### config.mk
export PLATFORM = sky130hd
export DESIGN_NAME = shift_divider
export DESIGN_NICKNAME = d
export VERILOG_FILES = /design/src/rtl/shift_divider.sv
export SDC_FILE = /design/constraint.sdc
export NUM_CORES = 1
export LEC_CHECK = 0
export CAP_MARGIN = 20
export CORE_ASPECT_RATIO = 1.75
export CORE_MARGIN = 5
export CORE_UTILIZATION = 47
export CTS_CLUSTER_DIAMETER = 200
export CTS_CLUSTER_SIZE = 24
export DETAILED_ROUTE_END_ITERATION = 10
export GPL_TIMING_DRIVEN = 0
export PLACE_DENSITY = 0.83
export REMOVE_ABC_BUFFERS = 1
export SYNTH_ARGS = -nofsm -noshare
export SYNTH_HDL_FRONTEND = slang
export SYNTH_SLANG_ARGS = --single-unit
### constraint.sdc
create_clock -name clk -period 1.8 [get_ports clk]
set_clock_uncertainty 0.15 [all_clocks]
set_input_delay 0.36 -clock clk [delete_from_list [all_inputs] [get_ports clk]]
set_output_delay 0.36 -clock clk [all_outputs]
set_load 0.005 [all_outputs]
### src/rtl/shift_divider.sv
// shift_divider: serial divide-by-2^k with remainder, logical or arithmetic (floor) mode
module shift_divider #(
  parameter int WIDTH = 8,
  parameter int SHW = $clog2(WIDTH + 1)
) (
  input  logic             clk,
  input  logic             rst,
  input  logic             start,
  input  logic             enable,
  input  logic [WIDTH-1:0] data,
  input  logic [SHW-1:0]   shamt,
  input  logic             signed_mode,
  output logic             busy,
  output logic             done,
  output logic [WIDTH-1:0] quotient,
  output logic [WIDTH-1:0] remainder,
  output logic             sout,
  output logic             sout_valid
);
  typedef enum logic [1:0] {IDLE, SHIFT, DONE} state_t;
  localparam logic [SHW-1:0] KMAX = SHW'(WIDTH);
  state_t state;
  logic [WIDTH-1:0] sr, rem;
  logic [SHW-1:0] cnt, step, k;
  logic smode;
  assign k = (shamt > KMAX) ? KMAX : shamt;
  assign busy = state == SHIFT;
  assign done = state == DONE;
  assign quotient = sr;
  assign remainder = rem;
  // control FSM and datapath: load on start, shift one bit per enabled cycle
  always_ff @(posedge clk or posedge rst) begin
    if (rst) begin
      state <= IDLE;
      sr <= '0;
      rem <= '0;
      cnt <= '0;
      step <= '0;
      smode <= 1'b0;
      sout <= 1'b0;
      sout_valid <= 1'b0;
    end else begin
      sout_valid <= 1'b0;
      if (state != SHIFT && start) begin
        sr <= data;
        rem <= '0;
        cnt <= k;
        step <= '0;
        smode <= signed_mode;
        state <= (k != '0) ? SHIFT : DONE;
      end else if (state == SHIFT && enable) begin
        sr <= {smode & sr[WIDTH-1], sr[WIDTH-1:1]};
        rem <= rem | (WIDTH'(sr[0]) << step);
        sout <= sr[0];
        sout_valid <= 1'b1;
        step <= step + SHW'(1);
        cnt <= cnt - SHW'(1);
        if (cnt == SHW'(1)) state <= DONE;
      end else if (state == DONE) begin
        state <= IDLE;
      end
    end
  end
endmodule

==> flow_summary.json <==
{
  "cts_sinks": 29,
  "layout-drive-gt1-share": 0.101,
  "finalSetupViolCount": 0,
  "rows": 26,
  "fmax_mhz": 575,
  "p_sw_frac": 0.360,
  "layout_commonest_cell": "clkdlybuf4s50_1",
  "preCtsSetupSlack_ns": -0.768,
  "slew_headroom": 0.672,
  "required_ns": 1.29,
  "hp-class": "in2async",
  "fin_util": 0.652,
  "clk_path_buf_depth": 2,
  "grt_setup_unrepaired": "false",
  "cts_root_buf": "clkbuf_8",
  "powerDensity_nw_per_um2": 1490,
  "fillers": 246,
  "htreeDepth": 2,
  "grt_use_total": 0.169,
  "start_kind": "register",
  "finalWirelength_mm": 3.41,
  "ys.flop_type": "dfrtp_1",
  "cp.arrival_ns": 1.23,
  "min_period_over_period": 0.966,
  "wl_met1_mm": 1.19,
  "power.switching_mw": 1.00,
  "area_growth_pct": 36.8,
  "ir_worst_vdd_mv": 0.719,
  "cts_tree": "done",
  "fp.dieH_um": 81.3,
  "first_global_vias": 1184,
  "antenna_cells": 0,
  "syn-cell-area_um2": 1360,
  "hold_buffers": 0,
  "wl_per_cell_um": 17.4,
  "cts-buffers-inserted": 5,
  "ys_types": 42,
  "grt_pass1_wl_mm": 5.32,
  "die_area_um2": 4120,
  "wl_met2_mm": 1.88,
  "first_pass_iters": 4,
  "hpwlAfterDp_mm": 2.39,
  "worstSetupEndpointType": "output port",
  "grt_max_degree": 30,
  "core_um2": 2860,
  "via_count": 1180,
  "synthArstFlopShare": 1.00,
  "outcome": "finished, final reports clean",
  "top_layer": "met4",
  "fin_crit_ns": 1.74,
  "final-seq-area_um2": 727,
  "ys_seq_area_frac": 0.532,
  "postSynthCellCount": 127,
  "cp_max_fo": 8,
  "layout_common_cells": "clkdlybuf4s50_1 (33), dfrtp_1 (28), nand2_1 (10), a221o_1 (6)",
  "die_x_um": 50.7,
  "fin_cells": 196,
  "multi_input_area_um2": 581,
  "initial_core_util": 0.476,
  "ys_ff_latch": 29,
  "detail-route-antenna-nets": 0,
  "drv_cap": 0,
  "drt_iter0_markers": 47,
  "tightest_slew_ns": 0.491,
  "crit_type": "reg2out",
  "gp_congestion": 0.834,
  "nets": 187,
  "synth-edff-count": 0,
  "slew_violations": 0,
  "comb_power_share": 0.432,
  "setup_ws_ns": 0.0613,
  "pin_count": 37,
  "grt-ovfl-total": 0,
  "dp.cells": 184,
  "leakagePower_nw": 0.818,
  "vias_per_cell": 6.02,
  "io_buffers": 36,
  "met3_length_um": 229,
  "clockPowerShare": 0.176,
  "yosysWarnings": 0,
  "clock_latency_ns": 0.27,
  "syn_avg_cell_area_um2": 10.7,
  "antenna_found_initial": 0,
  "final-hold-violation-count": 0,
  "p_seq_frac": 0.392,
  "intPower_mw": 1.78,
  "clkTransAtPathRegs_ns": 0.06,
  "drc_errors": 0
}
critical path: stages, from the launching register on:
cell	delay (ns)
dfrtp_2	0.40
buf_4	0.15
nand2b_4	0.09
inv_6	0.05
dlygate4sd2_1	0.26
synthesized netlist by cell type (2+ instances only):
| library cell | count | area share |
|---|---|---|
| nand2b_1 | 2 | 0.0092 |
| ha_1 | 3 | 0.028 |
| dfrtp_1 | 29 | 0.53 |
| nand2_1 | 10 | 0.028 |
| nand3b_1 | 2 | 0.011 |
| inv_2 | 2 | 0.0055 |
| a21oi_1 | 5 | 0.018 |
| nand3_1 | 3 | 0.011 |
| a22o_1 | 4 | 0.026 |
| and2_1 | 4 | 0.018 |
| a32oi_1 | 3 | 0.019 |
| o21ai_1 | 4 | 0.015 |
| buf_2 | 4 | 0.015 |
| buf_6 | 2 | 0.017 |
| nor3_1 | 5 | 0.018 |
| o21ai_0 | 5 | 0.018 |
| inv_1 | 4 | 0.011 |
| nor2_1 | 5 | 0.014 |
| nor4_1 | 2 | 0.0092 |
| a221o_1 | 6 | 0.044 |
| or3_1 | 2 | 0.0092 |
logic make-up after synthesis:
kind of cell	after synthesis	share of synthesized area
AO/OA/AOI/OAI	37	0.202
adder cells (fa/ha/maj)	3	0.0275
buffers and inverters	14	0.0569
flip-flops	29	0.532
multiplexers	3	0.0239
AND/OR/NAND/NOR	41	0.158
sequential cells by signal, indices dropped and copies added, names as in the netlist:
register and cells:
step 4, state 2, sout_valid 1, cnt 4
sout 1, smode 1, quotient 8, remainder 8
cell type report:
type	count	area share
Sequential cell	29	0.390
Multi-Input combinational cell	84	0.311
Timing Repair Buffer	40	0.218
Clock buffer	8	0.0429
Inverter	7	0.0195
Tap cell	28	0.0188
worst paths after layout:
| path | from | end | cells past startpoint | slack [ns] |
|---|---|---|---|---|
| max | state[0] | busy | 4 | 0.06 |
| max in group asynchronous | rst | state[0] | 3 | 0.93 |
| min reg2reg | remainder[6] | remainder[6] | 1 | 0.34 |
| max reg2reg | state[0] | quotient[1] | 5 | 0.13 |
| min in group clk | remainder[6] | remainder[6] | 1 | 0.34 |
| min | rst | quotient[3] | 2 | 0.16 |
metrics by stage:
stage	TNS, ns	instance area [µm²]	hold WS [ns]	power (mW)
finish	0	1870	0.157	2.78
global route	0	1870	0.168	2.96
CTS	0	1830	0.335	2.77
detailed placement	-12.46	1710	0.321	2.19
global placement	-11.40	1710	0.311	2.13
floorplan	0	1320	0.288	1.66
routing by layer:
metal / vias up / track usage
li1: 550 / -
met1: 568 / 0.174
met2: 50 / 0.301
met3: 12 / 0.0477
met4: 0 / 0.0870
met5: - / 0
power groups by stage:
| stage | Combinational (mW) | Clock, mW | Sequential, mW |
|---|---|---|---|
| 2_1_floorplan | 0.598 | 0 | 1.06 |
| 3_3_place_gp | 1.05 | 0 | 1.08 |
| 3_5_place_dp | 1.09 | 0 | 1.10 |
| 4_1_cts | 1.18 | 0.502 | 1.08 |
| 5_1_grt | 1.30 | 0.537 | 1.13 |
| 6_report | 1.20 | 0.489 | 1.09 |
timing repair:
action	in CTS	in global routing
pin swaps	0	0
setup buffers	3	0
resized for setup	8	2
setup endpoints to repair	21	4
Power figures use the tool's default switching activity.
